===== config.mk =====
export PLATFORM = sky130hd
export DESIGN_NAME = edge_event_arbiter
export DESIGN_NICKNAME = d
export VERILOG_FILES = /design/src/rtl/edge_event_arbiter.sv
export SDC_FILE = /design/constraint.sdc
export NUM_CORES = 1
export LEC_CHECK = 0
export CAP_MARGIN = 20
export CORE_UTILIZATION = 40
export CTS_CLUSTER_SIZE = 28
export DETAILED_ROUTE_END_ITERATION = 8
export GPL_TIMING_DRIVEN = 1
export PLACE_DENSITY = 0.7
export SYNTH_ARGS = -nofsm -noshare
export SYNTH_HDL_FRONTEND = slang
export SYNTH_SLANG_ARGS = --single-unit

===== constraint.sdc =====
create_clock -name clk -period 1.69 [get_ports clk]
set_clock_uncertainty 0.05 [all_clocks]
set_input_delay 0.507 -clock clk [delete_from_list [all_inputs] [get_ports clk]]
set_output_delay 0.507 -clock clk [all_outputs]
set_load 0.01 [all_outputs]

===== src/rtl/edge_event_arbiter.sv =====
// Rising-edge event scheduler: latches per-line edges as pending events and
// offers them one at a time on a valid/ready port in round-robin order.
module edge_event_arbiter #(
  parameter  int N    = 4,
  localparam int ID_W = (N > 1) ? $clog2(N) : 1
) (
  input  logic            clk,
  input  logic            rst,
  input  logic [N-1:0]    in,
  input  logic            evt_ready,
  input  logic            ovr_clr,
  output logic            evt_valid,
  output logic [ID_W-1:0] evt_id,
  output logic [N-1:0]    pending,
  output logic [N-1:0]    overrun
);

  typedef enum logic {S_IDLE, S_OFFER} state_t;

  state_t          r_state, w_state_nxt;
  logic [N-1:0]    r_prev, r_pending, r_overrun;
  logic [N-1:0]    w_rise, w_acc_vec, w_pend_masked;
  logic [ID_W-1:0] r_id, r_ptr, w_id_nxt, w_ptr_nxt;
  logic [ID_W:0]   w_pick;
  logic            w_acc;

  function automatic logic [ID_W-1:0] next_ch(input logic [ID_W-1:0] ch);
    return (ch == ID_W'(N - 1)) ? '0 : ch + 1'b1;
  endfunction

  // Returns {found, id}: first requesting channel at or after start, wrapping.
  function automatic logic [ID_W:0] rr_pick(input logic [N-1:0]    req,
                                            input logic [ID_W-1:0] start);
    logic            found;
    logic [ID_W-1:0] id;
    logic [ID_W-1:0] idx;
    found = 1'b0;
    id    = '0;
    idx   = start;
    for (int k = 0; k < N; k++) begin
      if (!found && req[idx]) begin
        found = 1'b1;
        id    = idx;
      end
      idx = next_ch(idx);
    end
    return {found, id};
  endfunction

  assign w_rise        = in & ~r_prev;
  assign w_acc         = (r_state == S_OFFER) && evt_ready;
  assign w_acc_vec     = w_acc ? (N'(1) << r_id) : '0;
  assign w_pend_masked = r_pending & ~w_acc_vec;
  // In IDLE nothing is masked and ptr is unchanged, so one search serves both states.
  assign w_ptr_nxt     = w_acc ? next_ch(r_id) : r_ptr;
  assign w_pick        = rr_pick(w_pend_masked, w_ptr_nxt);

  always_comb begin
    w_state_nxt = r_state;
    w_id_nxt    = r_id;
    case (r_state)
      S_IDLE: begin
        if (w_pick[ID_W]) begin
          w_state_nxt = S_OFFER;
          w_id_nxt    = w_pick[ID_W-1:0];
        end
      end
      S_OFFER: begin
        if (w_acc) begin
          if (w_pick[ID_W]) w_id_nxt = w_pick[ID_W-1:0];
          else              w_state_nxt = S_IDLE;
        end
      end
      default: w_state_nxt = S_IDLE;
    endcase
  end

  always_ff @(posedge clk) begin
    if (!rst) begin
      r_state <= S_IDLE;
      r_id    <= '0;
      r_ptr   <= '0;
    end else begin
      r_state <= w_state_nxt;
      r_id    <= w_id_nxt;
      r_ptr   <= w_ptr_nxt;
    end
  end

  always_ff @(posedge clk) begin
    if (!rst) begin
      r_pending <= '0;
      r_overrun <= '0;
    end else begin
      r_pending <= w_pend_masked | w_rise;
      r_overrun <= (ovr_clr ? '0 : r_overrun) | (w_rise & w_pend_masked);
    end
  end

  // Tracks the line during reset too, so a level held across release is not an edge.
  always_ff @(posedge clk) begin
    r_prev <= in;
  end

  assign evt_valid = (r_state == S_OFFER);
  assign evt_id    = r_id;
  assign pending   = r_pending;
  assign overrun   = r_overrun;

endmodule


# --- After elaboration in Yosys (flattened, before gate mapping) ---
# Index checks and enable logic that the tools add are counted.
word_totals:
  ff_bits: 17
  output_inout_bits: 11
  word_cells: 64
  inputBits: 8
op_classes:
  shift: 1
  mux: 29
  magnitude_cmp: 4
  n_eq_ne: 5
  bitwise: 8
  add_sub_neg: 4
  reduce_logical: 7
op_table:
  columns: ["cell", "n"]
  rows:
  - ["2-bit two-way mux", 11]
  - ["4-bit AND", 3]
  - ["2-bit by 3-bit less-than comparator with 1-bit output (second input constant)", 4]
  - ["1-bit two-way mux", 10]
  - ["2-bit by 1-bit adder with 2-bit output (second input constant)", 4]
  - ["1-bit binary-select mux with 2-bit select", 4]
  - ["2-bit == test (second input constant)", 4]
  - ["4-bit two-way mux", 2]
  - ["4-bit NOT", 2]
  - ["4-bit OR", 2]
  - ["1-bit logical AND", 4]
  - ["2-bit one-hot mux with 2 select lines", 1]
  - ["1-bit by 2-bit left shift with 4-bit output (first input constant)", 1]
  - ["1-bit zero test", 3]
  - ["2-bit by 1-bit != test with 1-bit output (second input constant)", 1]
  - ["1-bit one-hot mux with 2 select lines", 1]
  - ["1-bit NOT", 1]

# --- Logic depth before layout (Yosys ltp) ---
# Gate-level depths: netlist of run 1.
depth:
  ltp_word: 19
  mapped_depth: 7
  ltp_nobuf: 7

# --- Worst setup path after synthesis of run 1 ---
# OpenSTA, ideal clock, no wires.
synth_timing:
  kind: "reg2reg"
  startpoint: "register r_id[0], in the netlist evt_id[0]"
  endpoint: "register r_id[0], in the netlist evt_id[0]"
  setup_time_ns: 0.092
  setup_slack_ns: -0.130
  synth_period_minus_slack_ns: 1.820
  n_path_buf: 0
  stages_incl_launch_ff: 7
  required_time_ns: 1.548
  arrival_ns: 1.678
  cell_sequence: "dfxtp_1 > inv_1 > ha_1 > mux2i_2 > mux2i_1 > o22ai_1 > o32ai_1"
synth_via:
  elab_chain_len: 19
synth_lines:
  columns: ["element", "line", "rtl"]
  rows:
  - ["from (decl)", "23", "logic [ID_W-1:0] r_id, r_ptr, w_id_nxt, w_ptr_nxt;"]
  - ["from (signal assigned)", "85", "r_id <= w_id_nxt;"]
  - ["branches (longest 16 deep; another with 2-bit by 1-bit adder with 2-bit output)", null, null]
  - ["2-bit two-way mux *", "63, 70", null]
  - ["2-bit two-way mux", "69", "if (w_acc) begin"]
  - ["2-bit one-hot mux with 2 select lines *", "61", "case (r_state)"]
# Every way passes the cells marked *. The select of a mux whose other input is x is not followed.
# A chain may end at the register's enable or synchronous reset.

# --- Worst setup path after layout of run 1 ---
layout_timing:
  startpoint: "input evt_ready"
  endpoint: "register r_id[0], in the netlist evt_id[0]"
layout_via:
  elab_chain_len: 19
layout_lines:
  columns: ["element", "line", "rtl"]
  rows:
  - ["from (decl)", "10", "input logic evt_ready,"]
  - ["1-bit logical AND *", "51", "assign w_acc = (r_state == S_OFFER) && evt_ready;"]
  - ["branches (longest 18 deep; another with 2-bit by 1-bit adder with 2-bit output)", null, null]
# Marked as above.

==> results.sh, run 1 <==
export IMPL_relSlewSlack=0.791
export IMPL_yosysTopAreaCellShare=0.450
export IMPL_worst_pin_slew_ns=0.313
export IMPL_grt_pass1_wl_mm=2.73
export IMPL_cts_tree="done"
export IMPL_area_growth_pct=55.7
export IMPL_htreeDepth=1
export IMPL_crit_start="evt_ready"
export IMPL_finalSetupTns_ns=-0.0308
export IMPL_r2r_start="evt_id[1]$_SDFFE_PN0P_"
export IMPL_portBuffers=18
export IMPL_synth_nets=92
export IMPL_p_leak_nw=0.511
export IMPL_layout_setup_ws_ns=-0.0308
export IMPL_hold_viol_final=0
export IMPL_gr_total_overflow=0
export IMPL_critPathArrivalTime_ns=1.87
export IMPL_rsz0062_at_grt="true"
export IMPL_syn_inst=80
export IMPL_min_from="r_prev[0]$_DFF_P_"
export IMPL_drc=0
export IMPL_max_vdd_ir_drop_mv=0.491
export IMPL_yosys_top_cells_area="dfxtp_1 45%, ha_1 6.6%, and2_1 4.1%, o22ai_1 4.1%, a21boi_0 4.0%"
export IMPL_clockRootBuffer="clkbuf_4"
export IMPL_wire_per_inst_um=13.1
export IMPL_setup_viol=1
export IMPL_yosys_cell_types_count=27
export IMPL_synth_avg_cell_area_sq_um=9.46
export IMPL_cts_sinks=17
export IMPL_cp_end_kind="flip-flop"
export IMPL_cts_inserted_buffers=3
export IMPL_grt_max_degree=11
export IMPL_initial_core_util=0.434
export IMPL_diodes=0
export IMPL_die_h_um=45.5
export IMPL_violations="negative setup slack"
export IMPL_crit_type="in -> reg"
export IMPL_wirelength_mm=1.87
export IMPL_grt_antenna_before_repair=0
export IMPL_vias=721
export IMPL_dp_hpwl_mm=1.27
export IMPL_grt_total_usage=0.189
export IMPL_drtAntennaViolNets=0
export IMPL_ys_seq_elements=17
export IMPL_power_density_nw_per_um2=836
export IMPL_yosysWarningCount=0
export IMPL_gp_congestion=0.824
export IMPL_clockBufferDepth=2
export IMPL_report_final_slew_viol_count=0
export IMPL_mostFrequentLayoutCell="buf_4"
export IMPL_ys_seq_area_frac=0.450
export IMPL_fin_crit_ns=1.72
export IMPL_fin_nets=130
export IMPL_synth_area_leader_cell="dfxtp_1"
export IMPL_max_freq_mhz=581
export IMPL_clock_latency_ns=0.29
export IMPL_chipWidth_um=45.5
export IMPL_cp_max_fo=5
export IMPL_first_pass_iters=4
export IMPL_cts_clk_slew_worst_paths_ns=0.10
export IMPL_grt_pass1_vias=648
export IMPL_floorplan_rows=15
export IMPL_num_io_pins=19
export IMPL_drive_gt1_frac=0.308
export IMPL_synthesis_area_sq_um=757
export IMPL_dr_first_iter_drc_count=15
export IMPL_pre_cts_ws_ns=-0.503
export IMPL_core_area_sq_um=1750
export IMPL_hold_class="reg -> reg"
export IMPL_vias_per_cell=5.08
export IMPL_post_route_period_util=1.02
export IMPL_cp_required_ns=1.84
export IMPL_die_area_sq_um=2070
export IMPL_status="finished with violations"
export IMPL_layout_common_cells="15 x buf_4, 14 x dfxtp_1, 12 x dlygate4sd2_1"
export IMPL_final_core_util=0.675
export IMPL_maxCapViolCount=0
export IMPL_start_kind="primary input"
where the power goes:
group / switching [mW] / total [mW] / leakage [nW] / internal [mW]
Clock: 0.129 / 0.217 / 0.0177 / 0.0879
Combinational: 0.148 / 0.314 / 0.352 / 0.166
Sequential: 0.0215 / 0.454 / 0.141 / 0.432
Total: 0.299 / 0.985 / 0.511 / 0.686
worst max-delay path, stage by stage:
cell,delay (ns)
dlygate4sd2_1,0.26
buf_4,0.16
nand3_1,0.12
nand2_1,0.12
a41oi_2,0.19
buf_4,0.15
nand2_1,0.08
o32ai_2,0.28
Yosys cell counts:
master     n
nand3_1    4
nand2_2    1
a32o_1     1
o21ai_0    1
nor4_1     1
nor3_1     1
a31oi_1    1
and2_1     5
o211ai_1   1
a41oi_1    1
nand2_1    8
mux2i_2    2
a21o_1     1
inv_1      6
a21boi_0   4
mux2i_1    2
and4_1     1
nor2_1     2
dfxtp_1   17
ha_1       4
o32ai_1    1
o31a_1     1
nand2b_1   4
nor2b_1    3
clkbuf_1   1
a221o_1    1
o22ai_1    5
sequential cells by signal (all words and copies together) (netlist names):
register	flops
pending	4
overrun	4
evt_valid	1
r_ptr	2
r_prev	4
evt_id	2
cell type report:
class	instances	area, sq um
inverter	6	25.0
clock inverter	1	5.00
multi-input combinational	56	462
tap	25	31.3
sequential	17	344
fill	153	567
clock buffer	3	22.5
timing repair buffer	34	289
per-layer routing:
layer | track usage | routed length (um)
met1 | 0.224 | 785
met2 | 0.331 | 997
met3 | 0.0238 | 70
met4 | 0.0909 | 12
met5 | 0 | 0
path summary, 6_finish.rpt:
check	end	slack, ns	cells after the start
worst min-delay path	pending[0]$_SDFF_PN0_	0.49	2
worst min register to register	pending[0]$_SDFF_PN0_	0.49	2
worst max register to register	evt_id[0]$_SDFFE_PN0P_	0	7
worst max-delay path	evt_id[0]$_SDFFE_PN0P_	-0.03	8
logic make-up (layout without fill, tap and decap cells):
kind of cell             count (synthesis)  in the layout  synth area share
AO/OA/AOI/OAI                           18             18             0.177
adder cells (fa/ha/maj)                  4              4            0.0661
buffers and inverters                    7             44            0.0347
flip-flops                              17             17             0.450
multiplexers                             4              4            0.0628
AND/OR/NAND/NOR                         30             30             0.210
per-stage QoR:
stage | std cells | power [mW] | instance area (sq um) | hold WS [ns]
after floorplan | 80 | 0.594 | 768 | 0.449
after global placement | 137 | 0.728 | 1090 | 0.435
after detailed placement | 137 | 0.734 | 1090 | 0.437
after CTS | 142 | 0.969 | 1140 | 0.462
after global routing | 142 | 1.04 | 1180 | 0.506
final | 142 | 0.985 | 1180 | 0.488
repair_timing:
action / CTS / global route
resized for setup: 18 / 9
hold buffers: 0 / 0
buffers inserted: 1 / 0
endpoints found under the setup margin: 14 / 2
pin swaps: 2 / 2
No activity file was read; power rests on OpenSTA's default activity.
==> inputs of run 2 (changes only) <==
--- a/config.mk
+++ b/config.mk
@@ -5,12 +5,15 @@
 export SDC_FILE = /design/constraint.sdc
 export NUM_CORES = 1
 export LEC_CHECK = 0
+export ABC_CLOCK_PERIOD_IN_PS = 1690
 export CAP_MARGIN = 20
-export CORE_UTILIZATION = 40
+export CELL_PAD_IN_SITES_DETAIL_PLACEMENT = 1
+export CELL_PAD_IN_SITES_GLOBAL_PLACEMENT = 1
+export CORE_UTILIZATION = 31
 export CTS_CLUSTER_SIZE = 28
 export DETAILED_ROUTE_END_ITERATION = 8
 export GPL_TIMING_DRIVEN = 1
-export PLACE_DENSITY = 0.7
+export PLACE_DENSITY_LB_ADDON = 0.1
 export SYNTH_ARGS = -nofsm -noshare
 export SYNTH_HDL_FRONTEND = slang
 export SYNTH_SLANG_ARGS = --single-unit
==> run 2 against run 1 <==
Compared with the run above:
- the flow now finishes without violations
- wire length rose by 13%
- total power rose by 1.7%
- global-route usage fell by 1.1 points
- die area rose by 28%
- worst setup slack improved by 0.052 ns
- sequential power barely moved
- register-to-register slack improved by 0.02 ns
- combinational power rose by 4%
- non-clock buffer count rose by 1
- critical path type is now reg -> reg
- sequential share of layout area fell by 0.38 points
==> results.sh, run 2 (synthesis gave the netlist of run 1 again) <==
export IMPL_layout_common_cells="17 x buf_4, 15 x dfxtp_1, 12 x dlygate4sd2_1"
export IMPL_vias=737
export IMPL_start_kind="flip-flop"
export IMPL_grt_pass1_wl_mm=3.35
export IMPL_worst_pin_slew_ns=0.286
export IMPL_hold_depth=2
export IMPL_power_mw=1.00
export IMPL_clockBufferDepth=2
export IMPL_vias_per_cell=5.05
export IMPL_fillers=267
export IMPL_first_pass_iters=4
export IMPL_final_cell_area_sq_um=1200
export IMPL_path_cells="ha_2, nor2_4, mux2i_4, a32o_1, a221o_1, a31oi_1"
export IMPL_p_sw_frac=0.304
export IMPL_critPathArrivalTime_ns=1.84
export IMPL_gr_total_overflow=0
export IMPL_reg2reg_to="evt_id[1]$_SDFFE_PN0P_"
export IMPL_clockRootBuffer="clkbuf_4"
export IMPL_reg2reg_slack_ns=0.02
export IMPL_r2r_cells=6
export IMPL_cts_clk_slew_worst_paths_ns=0.10
export IMPL_hold_class="reg -> reg"
export IMPL_floorplan_rows=17
export IMPL_r2r_start="evt_id[0]$_SDFFE_PN0P_"
export IMPL_p_leak_nw=0.517
export IMPL_hold_viol_final=0
export IMPL_grt_max_degree=10
export IMPL_post_route_period_util=0.987
export IMPL_dp_hpwl_mm=1.51
export IMPL_cp_end_kind="flip-flop"
export IMPL_grt_total_usage=0.178
export IMPL_dr_first_iter_drc_count=6
export IMPL_drive_gt1_frac=0.322
export IMPL_power_density_nw_per_um2=836
export IMPL_diodes=0
export IMPL_area_growth_pct=58.3
export IMPL_die_h_um=51.4
export IMPL_crit_type="reg -> reg"
export IMPL_chipWidth_um=51.4
export IMPL_num_io_pins=19
export IMPL_dp_cells=140
export IMPL_gp_congestion=0.891
export IMPL_relSlewSlack=0.805
export IMPL_cts_tree="done"
export IMPL_critPathSlowestCell="dfxtp_4"
export IMPL_clock_latency_ns=0.29
export IMPL_wire_per_inst_um=14.4
export IMPL_setup_viol=0
export IMPL_seqPwrFrac=0.455
export IMPL_power_frac_comb=0.326
export IMPL_grt_pass1_vias=723
export IMPL_min_from="r_prev[0]$_DFF_P_"
export IMPL_core_area_sq_um=2250
export IMPL_max_vdd_ir_drop_mv=0.410
export IMPL_maxCapViolCount=0
export IMPL_rsz0062_at_grt="true"
export IMPL_cts_sinks=17
export IMPL_die_area_sq_um=2640
export IMPL_internal_power_uw=697
export IMPL_drtAntennaViolNets=0
export IMPL_cp_required_ns=1.87
export IMPL_netSwitchingPower_uw=305
export IMPL_cp_max_fo=5
export IMPL_fin_crit_ns=1.67
export IMPL_portBuffers=18
export IMPL_report_final_slew_viol_count=0
export IMPL_cts_inserted_buffers=3
export IMPL_cpPeakStageDelay_ns=0.37
export IMPL_stdcell_count=146
export IMPL_status="finished clean"
export IMPL_drc=0
export IMPL_initial_core_util=0.336
export IMPL_mostFrequentLayoutCell="buf_4"
export IMPL_grt_antenna_before_repair=0
export IMPL_htreeDepth=1
export IMPL_whs_endpoint="pending[0]$_SDFF_PN0_"
export IMPL_clock_power_share=0.219
export IMPL_max_freq_mhz=599
export IMPL_placed_cell_area_sq_um=1090
export IMPL_wirelength_mm=2.11
export IMPL_fin_nets=131
==> run 2: cell types whose count changed in the layout (fill, tap and decap cells not counted), sizes merged <==
cell and change:
buf +1, clkbuf +1, clkinv -1
==> run 2: worst max-delay path by stage <==
stage                      startpoint                      to  slack [ns]
2_1_floorplan  evt_id[0]$_SDFFE_PN0P_  evt_id[0]$_SDFFE_PN0P_        0.02
3_3_place_gp                evt_ready  evt_id[1]$_SDFFE_PN0P_       -0.49
3_5_place_dp                evt_ready  evt_id[1]$_SDFFE_PN0P_       -0.52
4_1_cts        evt_id[0]$_SDFFE_PN0P_  evt_id[0]$_SDFFE_PN0P_        0.01
5_1_grt        evt_id[0]$_SDFFE_PN0P_  evt_id[0]$_SDFFE_PN0P_       -0.06
6_report       evt_id[0]$_SDFFE_PN0P_  evt_id[1]$_SDFFE_PN0P_        0.02
==> run 2: layout make-up <==
cell class	count	area (sq um)	share of cell area
tap	28	35.0	0.0292
multi-input combinational	56	477	0.398
sequential	17	345	0.288
inverter	6	22.5	0.0188
clock buffer	4	26.3	0.0219
timing repair buffer	35	293	0.244
==> run 2: per-stage QoR <==
step / setup slack (ns) / util / hold slack, ns / TNS, ns
after floorplan: 0.0232 / - / 0.449 / 0
after global placement: -0.490 / 0.484 / 0.436 / -2.47
after detailed placement: -0.517 / 0.484 / 0.451 / -2.81
after CTS: 0.0108 / 0.509 / 0.474 / 0
after global routing: -0.0581 / 0.532 / 0.525 / -0.106
final: 0.0213 / 0.532 / 0.490 / 0
==> run 2: power by group through the flow <==
stage	logic [mW]	registers (mW)	clock network, mW
2_1_floorplan	0.122	0.472	0
4_1_cts	0.301	0.453	0.234
3_5_place_dp	0.281	0.462	0
5_1_grt	0.355	0.461	0.249
3_3_place_gp	0.275	0.461	0
6_report	0.327	0.456	0.219
==> run 2: critical path: cells and delay by family, from the launching register on <==
family / cells / cell delay, ns
AND/OR/NAND/NOR: 1 / 0.13
flip-flops: 1 / 0.37
AO/OA/AOI/OAI: 3 / 0.75
adder cells (fa/ha/maj): 1 / 0.21
multiplexers: 1 / 0.09
==> run 2: routing by layer <==
metal / up-vias / wire length [um] / track usage
met1: 358 / 973 / 0.224
met4: 0 / 34 / 0.126
met2: 15 / 1030 / 0.268
met5: - / 0 / 0
li1: 360 / - / -
met3: 4 / 69 / 0.0327
==> run 2: what timing repair did <==
item | CTS | global route
setup endpoints to repair | 14 | 2
pin swaps | 2 | 5
hold buffers | 0 | 0
setup buffers | 2 | 0
resized for setup | 16 | 13
